==> src/rtl/slsr_load_ctrl.sv <==
// slsr_load_ctrl: sequencer for one SerialLoadSR instance.
// Takes a parallel word on a valid/ready command port and shifts it in MSB-first on sr_d/sr_e.
// The displaced old contents are captured from sr_q and returned on a valid/ready response port.
// Optional feature macro SLSR_LOAD_CTRL_TXN_COUNT_EN adds a saturating 16-bit handshake counter.
module slsr_load_ctrl #(
  parameter int unsigned WIDTH = 5,
  parameter int unsigned GAP   = 0
) (
  input  logic             clk,
  input  logic             clr,
  input  logic             cmd_valid,
  output logic             cmd_ready,
  input  logic [WIDTH-1:0] cmd_data,
  output logic             rsp_valid,
  input  logic             rsp_ready,
  output logic [WIDTH-1:0] rsp_data,
  output logic             sr_d,
  output logic             sr_e,
  input  logic             sr_q,
  output logic             busy
`ifdef SLSR_LOAD_CTRL_TXN_COUNT_EN
  ,
  output logic [15:0]      txn_count
`endif
);

  localparam int unsigned IdxW = (WIDTH > 1) ? $clog2(WIDTH) : 1;
  // Gap counter runs 0..GAP-1; keep at least one bit so GAP=0/1 still elaborate.
  localparam int unsigned GapW = (GAP > 1) ? $clog2(GAP) : 1;
  localparam logic [GapW-1:0] GapLast = GapW'((GAP > 0) ? GAP - 1 : 0);
  localparam logic [IdxW-1:0] IdxTop  = IdxW'(WIDTH - 1);

  typedef enum logic [1:0] {
    StIdle,
    StShift,
    StWait,
    StResp
  } state_e;

  state_e           r_state;
  state_e           w_state_next;
  logic [WIDTH-1:0] r_shadow;
  logic [WIDTH-1:0] w_shadow_next;
  logic [WIDTH-1:0] r_capture;
  logic [WIDTH-1:0] w_capture_next;
  logic [IdxW-1:0]  r_idx;
  logic [IdxW-1:0]  w_idx_next;
  logic [GapW-1:0]  r_gap_cnt;
  logic [GapW-1:0]  w_gap_next;

  // State and datapath registers; clr abandons any transaction in flight.
  always_ff @(posedge clk) begin
    if (clr) begin
      r_state   <= StIdle;
      r_shadow  <= '0;
      r_capture <= '0;
      r_idx     <= '0;
      r_gap_cnt <= '0;
    end else begin
      r_state   <= w_state_next;
      r_shadow  <= w_shadow_next;
      r_capture <= w_capture_next;
      r_idx     <= w_idx_next;
      r_gap_cnt <= w_gap_next;
    end
  end

  // Next-state logic and state-decoded outputs; sr_* depend only on registered state.
  always_comb begin
    w_state_next   = r_state;
    w_shadow_next  = r_shadow;
    w_capture_next = r_capture;
    w_idx_next     = r_idx;
    w_gap_next     = r_gap_cnt;
    cmd_ready      = 1'b0;
    rsp_valid      = 1'b0;
    sr_e           = 1'b0;
    sr_d           = 1'b0;
    busy           = 1'b1;
    unique case (r_state)
      StIdle: begin
        cmd_ready = 1'b1;
        busy      = 1'b0;
        if (cmd_valid) begin
          w_shadow_next  = cmd_data;
          w_capture_next = '0;
          w_idx_next     = IdxTop;
          w_gap_next     = '0;
          w_state_next   = StShift;
        end
      end
      StShift: begin
        sr_e = 1'b1;
        sr_d = r_shadow[r_idx];
        // Q still shows the pre-edge last stage, i.e. old bit r_idx.
        w_capture_next[r_idx] = sr_q;
        if (r_idx == '0) begin
          w_state_next = StResp;
        end else begin
          w_idx_next = r_idx - IdxW'(1);
          if (GAP > 0) begin
            w_state_next = StWait;
          end
        end
      end
      StWait: begin
        if (r_gap_cnt == GapLast) begin
          w_gap_next   = '0;
          w_state_next = StShift;
        end else begin
          w_gap_next = r_gap_cnt + GapW'(1);
        end
      end
      StResp: begin
        rsp_valid = 1'b1;
        if (rsp_ready) begin
          w_state_next = StIdle;
        end
      end
      default: begin
        w_state_next = StIdle;
      end
    endcase
  end

  assign rsp_data = r_capture;

`ifdef SLSR_LOAD_CTRL_TXN_COUNT_EN
  logic [15:0] r_txn_count;

  // Count completed response handshakes, saturating at all-ones.
  always_ff @(posedge clk) begin
    if (clr) begin
      r_txn_count <= '0;
    end else if (rsp_valid && rsp_ready && (r_txn_count != 16'hFFFF)) begin
      r_txn_count <= r_txn_count + 16'd1;
    end
  end

  assign txn_count = r_txn_count;
`endif

endmodule

==> config.mk <==
export PLATFORM = sky130hd
export DESIGN_NAME = slsr_load_ctrl
export DESIGN_NICKNAME = d
export VERILOG_FILES = /design/src/rtl/slsr_load_ctrl.sv
export SDC_FILE = /design/constraint.sdc
export NUM_CORES = 1
export LEC_CHECK = 0
export ABC_CLOCK_PERIOD_IN_PS = 1300
export CORE_UTILIZATION = 41
export DETAILED_ROUTE_END_ITERATION = 10
export GPL_ROUTABILITY_DRIVEN = 0
export GPL_TIMING_DRIVEN = 1
export MAX_ROUTING_LAYER = met4
export PLACE_DENSITY = 0.82
export SYNTH_ARGS = -nofsm -noshare
export SYNTH_HDL_FRONTEND = slang
export SYNTH_SLANG_ARGS = --single-unit
==> constraint.sdc <==
create_clock -name clk -period 1.3 [get_ports clk]
set_input_delay 0.26 -clock clk [delete_from_list [all_inputs] [get_ports clk]]
set_output_delay 0.26 -clock clk [all_outputs]
set_load 0.05 [all_outputs]
Word level (Yosys, flattened, before mapping)
Cells that the tools add are included.
W data, S select, Z words.
- register bits: 16
- input bits: 10
- output and inout port bits: 10
- logic and storage cells: 50
- add/sub/neg operators: 2
- $lt $le $gt $ge: 2
- eq/ne operators: 8
- muxes and demuxes: 23
- reductions and logical operators: 10
- operator list (kind ; number):
    $ne A2 B2 Y1 const B ; 5
    $pmux W5 S2 ; 1
    $mux W1 ; 9
    $mux W2 ; 4
    $pmux W2 S4 ; 1
    $mux W3 ; 2
    $pmux W3 S2 ; 1
    $reduce_and A2 Y1 ; 3
    $bwmux W5 ; 1
    $mux W5 ; 1
    $eq A2 B2 Y1 const B ; 2
    $lt A3 B4 Y1 const B ; 1
    $reduce_and A4 Y1 ; 1
    $reduce_bool A2 Y1 ; 2
    $bmux W1 S3 ; 1
    $demux W1 S3 ; 1
    $ge A3 B1 Y1 const B ; 1
    $logic_not A3 Y1 ; 1
    $reduce_and A3 Y1 ; 1
    $sub A3 B1 Y3 const B ; 1
    $eq A2 B1 Y1 const B ; 1
    $logic_not A2 Y1 ; 1
    $pmux W1 S2 ; 1
    $add A1 B1 Y1 const B ; 1
    $logic_and A1 B1 Y1 ; 1

Depth between registers and ports, before layout
- depth in word-level cells: 6
- depth in mapped cells: 5
- mapped depth without buffers: 5

Worst setup path after synthesis
OpenSTA, ideal clock, no wires.
- kind: reg-to-output
- from: register r_state[1]
- to: output busy
- arrival time: 1561 ps
- data required time: 1040 ps
- setup slack: -521 ps
- cell stages (with the launch flop): 4
- path buffers: 1
- cells stage by stage: dfxtp_1 buf_6 nor2_1 inv_1
- word-level cells in the longest chain between the ends: 2
- ends and longest elaborated chain (item ; RTL line ; text):
    start, declared ; 40 ; state_e r_state;
    start signal, assigned ; 54 ; r_state <= StIdle;
    start signal, assigned ; 60 ; r_state <= w_state_next;
    $logic_not A2 Y1 ; 80 ; unique case (r_state)
    $mux W1 ; 80 ;
    end, declared ; 20 ; output logic busy
No other way between the ends.

Worst setup path after layout
- from: register r_idx[0]
- to: output sr_d
- word-level cells in the longest chain between the ends: 3
- ends and longest elaborated chain (item ; RTL line ; text):
    start, declared ; 46 ; logic [IdxW-1:0] r_idx;
    start signal, assigned ; 63 ; r_idx <= w_idx_next;
    $bmux W1 S3 ; 94 ; sr_d = r_shadow[r_idx];
    $mux W1 (not written as such) ; 94 ;
    $mux W1 ; 80 ;
    end, declared ; 17 ; output logic sr_d,
No other way between the ends. The select of a mux whose other input is x is not followed.

==> results_dict.tcl <==
set metrics [dict create \
    crit_path_cell_trace "mux4_2 -> a22o_4 -> buf_12" \
    cp.required_ns 1.04 \
    setup_tns_ns -3.15 \
    ys_seq_area_share_pct 40.6 \
    grt_pass1_vias 732 \
    maxSlewViolCount 0 \
    dieArea_mm2 0.00198 \
    clk_pin_slew_ns 0.10 \
    seq_power_share_pct 35.9 \
    critPathKind "reg -> out" \
    netlist_area_um2 739 \
    syn_to_final_growth_pct 91.2 \
    grt_pass1_wl_um 3280 \
    drc_errors 0 \
    yosysWarnings 0 \
    synth-seq-cells 15 \
    htreeDepth 1 \
    path_max_fanout 2 \
    worst_pin_slew_ns 0.388 \
    internal_power_uw 990 \
    whs_ns 0.518 \
    clock-sinks 15 \
    run_status "finished, violations left" \
    hold_class "reg -> reg" \
    setup_viol 19 \
    antenna_found_initial 0 \
    pin_count 20 \
    cts_max_path_buffers 2 \
    grt_max_degree 12 \
    finalCriticalPeriod_ns 1.84 \
    regArea_um2 313 \
    drtIter0Drc 10 \
    cts_tree "done" \
    vias 771 \
    switching_share_pct 35.0 \
    routed_wirelength_um 2550 \
    track_usage_pct 24.1 \
    hpwl_um 1380 \
    netSwitchingPower_uw 532 \
    synthDominantCellAreaShare_pct 40.6 \
    layout_commonest_cell "buf_4" \
    r2r_setup_slack_ns -0.32 \
    synth_area_leaders "dfxtp_1 41%, mux2i_1 14%, nand3b_1 5.1%, nor2_1 3.6%, a21oi_1 3.4%" \
    synth_fp_nets 90 \
    ir_drop_v 0.000765 \
    nNetsFinal 135 \
    violations "setup timing" \
    die_y_um 44.5 \
    power.density_mw_per_mm2 1080 \
    globalRoute.totalOverflow 0 \
    postCtsHoldBufs 0 \
    drv_cap 0 \
    yosysTopAreaCell "dfxtp_1" \
    endpoint_kind "output port" \
    multi_input_area_um2 508 \
    drtPass1Iterations 4 \
    dieWidth_um 44.5 \
    synthCells 78 \
    cp_slowest_cell "mux4_2" \
    viasPerCell 5.28 \
    num_antenna_cells 0 \
    cts-root-buf "clkbuf_4" \
    max_slew_margin_pct 74.1 \
    syn_area_per_cell_um2 9.48 \
    combPwrFrac_pct 45.6 \
    p_clk_share_pct 18.4 \
    worst_setup_path_start_kind "flip-flop" \
    clock_skew_ns 0.00283 \
    fin_crit_sh_pct 141 \
    yosysUniqueCellTypes 27 \
    port-buffer-count 19 \
    fin_ws_ns -0.536 \
    dp_slack_ns -0.298 \
    final_hold_viol_count 0 \
    p_leak_nw 0.620 \
    rows 14 \
    drive_gt1_share_pct 54.1 \
    critical_path.max_stage_delay_ns 0.50 \
    fmax_ghz 0.545 \
    layout_common_cells "15 x buf_4, 11 x dfxtp_1, 10 x buf_12" \
    wl_per_cell_um 17.4 \
    drtAntennaViolNets 0 \
    coreArea_mm2 0.00159 \
    critPathArrivalTime_ns 1.58 \
    fill_cells 59 \
    cts_buffers 3 \
    initial_core_util_pct 46.4 \
    rsz0062_at_grt "yes" \
    clk-insertion-delay-late_ns 0.29 \
]
==> repair_timing <==
item	CTS	global route
pin swaps	3	7
gates resized for setup	15	21
cloned	0	1
setup buffers	5	3
endpoints found under the setup margin	9	19
endpoints found under the hold margin	0	0
==> stage by stage <==
stage               util [%]  power (mW)  std cells  area [um^2]
floorplan                  -       0.811         78          776
global placement        76.0        1.05        136         1210
detailed placement      76.0        1.07        136         1210
CTS                     82.6        1.41        144         1320
global route            88.7        1.59        146         1410
finish                  88.7        1.52        146         1410
==> cell families (layout without fill, tap and decap cells) <==
kind of cell,count (synthesis),count (layout),share of synthesized area (%)
AOI/OAI and AO/OA,11,11,9.31
DFF,15,15,40.6
adders and majority gates,2,2,3.38
muxes,11,11,16.6
buffers and inverters,10,54,6.26
and+or+nand+nor,29,29,23.9
==> per-layer routing <==
| layer | up-vias | GRT usage, % | part of all wire, % |
|---|---|---|---|
| li1 | 363 | - | - |
| met1 | 378 | 26.9 | 46 |
| met2 | 24 | 41.8 | 49 |
| met3 | 6 | 6.12 | 3.8 |
| met4 | 0 | 7.27 | 2.1 |
| met5 | - | - | 0 |
==> critical path: cells and delay by family (launching register included) <==
family,cells,cell delay (ns)
AO/OA/AOI/OAI,1,0.27
multiplexers,1,0.50
buffers and inverters,1,0.14
flip-flops,1,0.37
==> Yosys cell counts <==
master and n:
nand2b_1 2, inv_2 1, a22o_1 1, o21ai_0 2, o21bai_1 1, clkbuf_1 1, a31o_2 1, a21oi_1 5
or3b_1 1, nor3b_2 1, nor2_1 7, mux4_2 1, buf_2 1, inv_1 6, ha_1 2, and3b_1 1
nor3b_1 2, and2_1 1, a211o_1 1, nand3b_1 5, nand2_1 3, nand3_1 2, or4_1 2, dfxtp_1 15
and3_1 2, buf_6 1, mux2i_1 10
==> power by group through the flow <==
| stage | clock [mW] | combinational (mW) | sequential, mW |
|---|---|---|---|
| floorplan | 0 | 0.255 | 0.556 |
| global placement | 0 | 0.512 | 0.543 |
| detailed placement | 0 | 0.525 | 0.546 |
| CTS | 0.283 | 0.588 | 0.538 |
| global route | 0.314 | 0.725 | 0.551 |
| finish | 0.281 | 0.695 | 0.547 |
==> path summary, 6_finish.rpt <==
check,startpoint,endpoint,cells after the start
worst max-delay path,r_idx[0]$_SDFFE_PP0P_,sr_d,3
worst min-delay path,r_shadow[1]$_SDFFE_PP0P_,r_shadow[1]$_SDFFE_PP0P_,2
worst max register to register,r_idx[0]$_SDFFE_PP0P_,r_idx[1]$_SDFFE_PP0P_,7
worst min register to register,r_shadow[1]$_SDFFE_PP0P_,r_shadow[1]$_SDFFE_PP0P_,2
==> cell type report <==
| cell class | count | share of cell area, % |
|---|---|---|
| well taps | 24 | 2.12 |
| inverters | 7 | 2.21 |
| flip-flops and latches | 15 | 22.1 |
| clock buffers | 3 | 1.59 |
| repair buffers | 43 | 35.7 |
| multi-input cells | 53 | 35.9 |
| clock inverters | 1 | 0.354 |
==> flip-flops by register name, summed over array words and instances, names as in the netlist <==
| register | cells |
|---|---|
| r_shadow | 5 |
| r_idx | 3 |
| r_state | 2 |
| rsp_data | 5 |
Power figures use the tool's default switching activity.
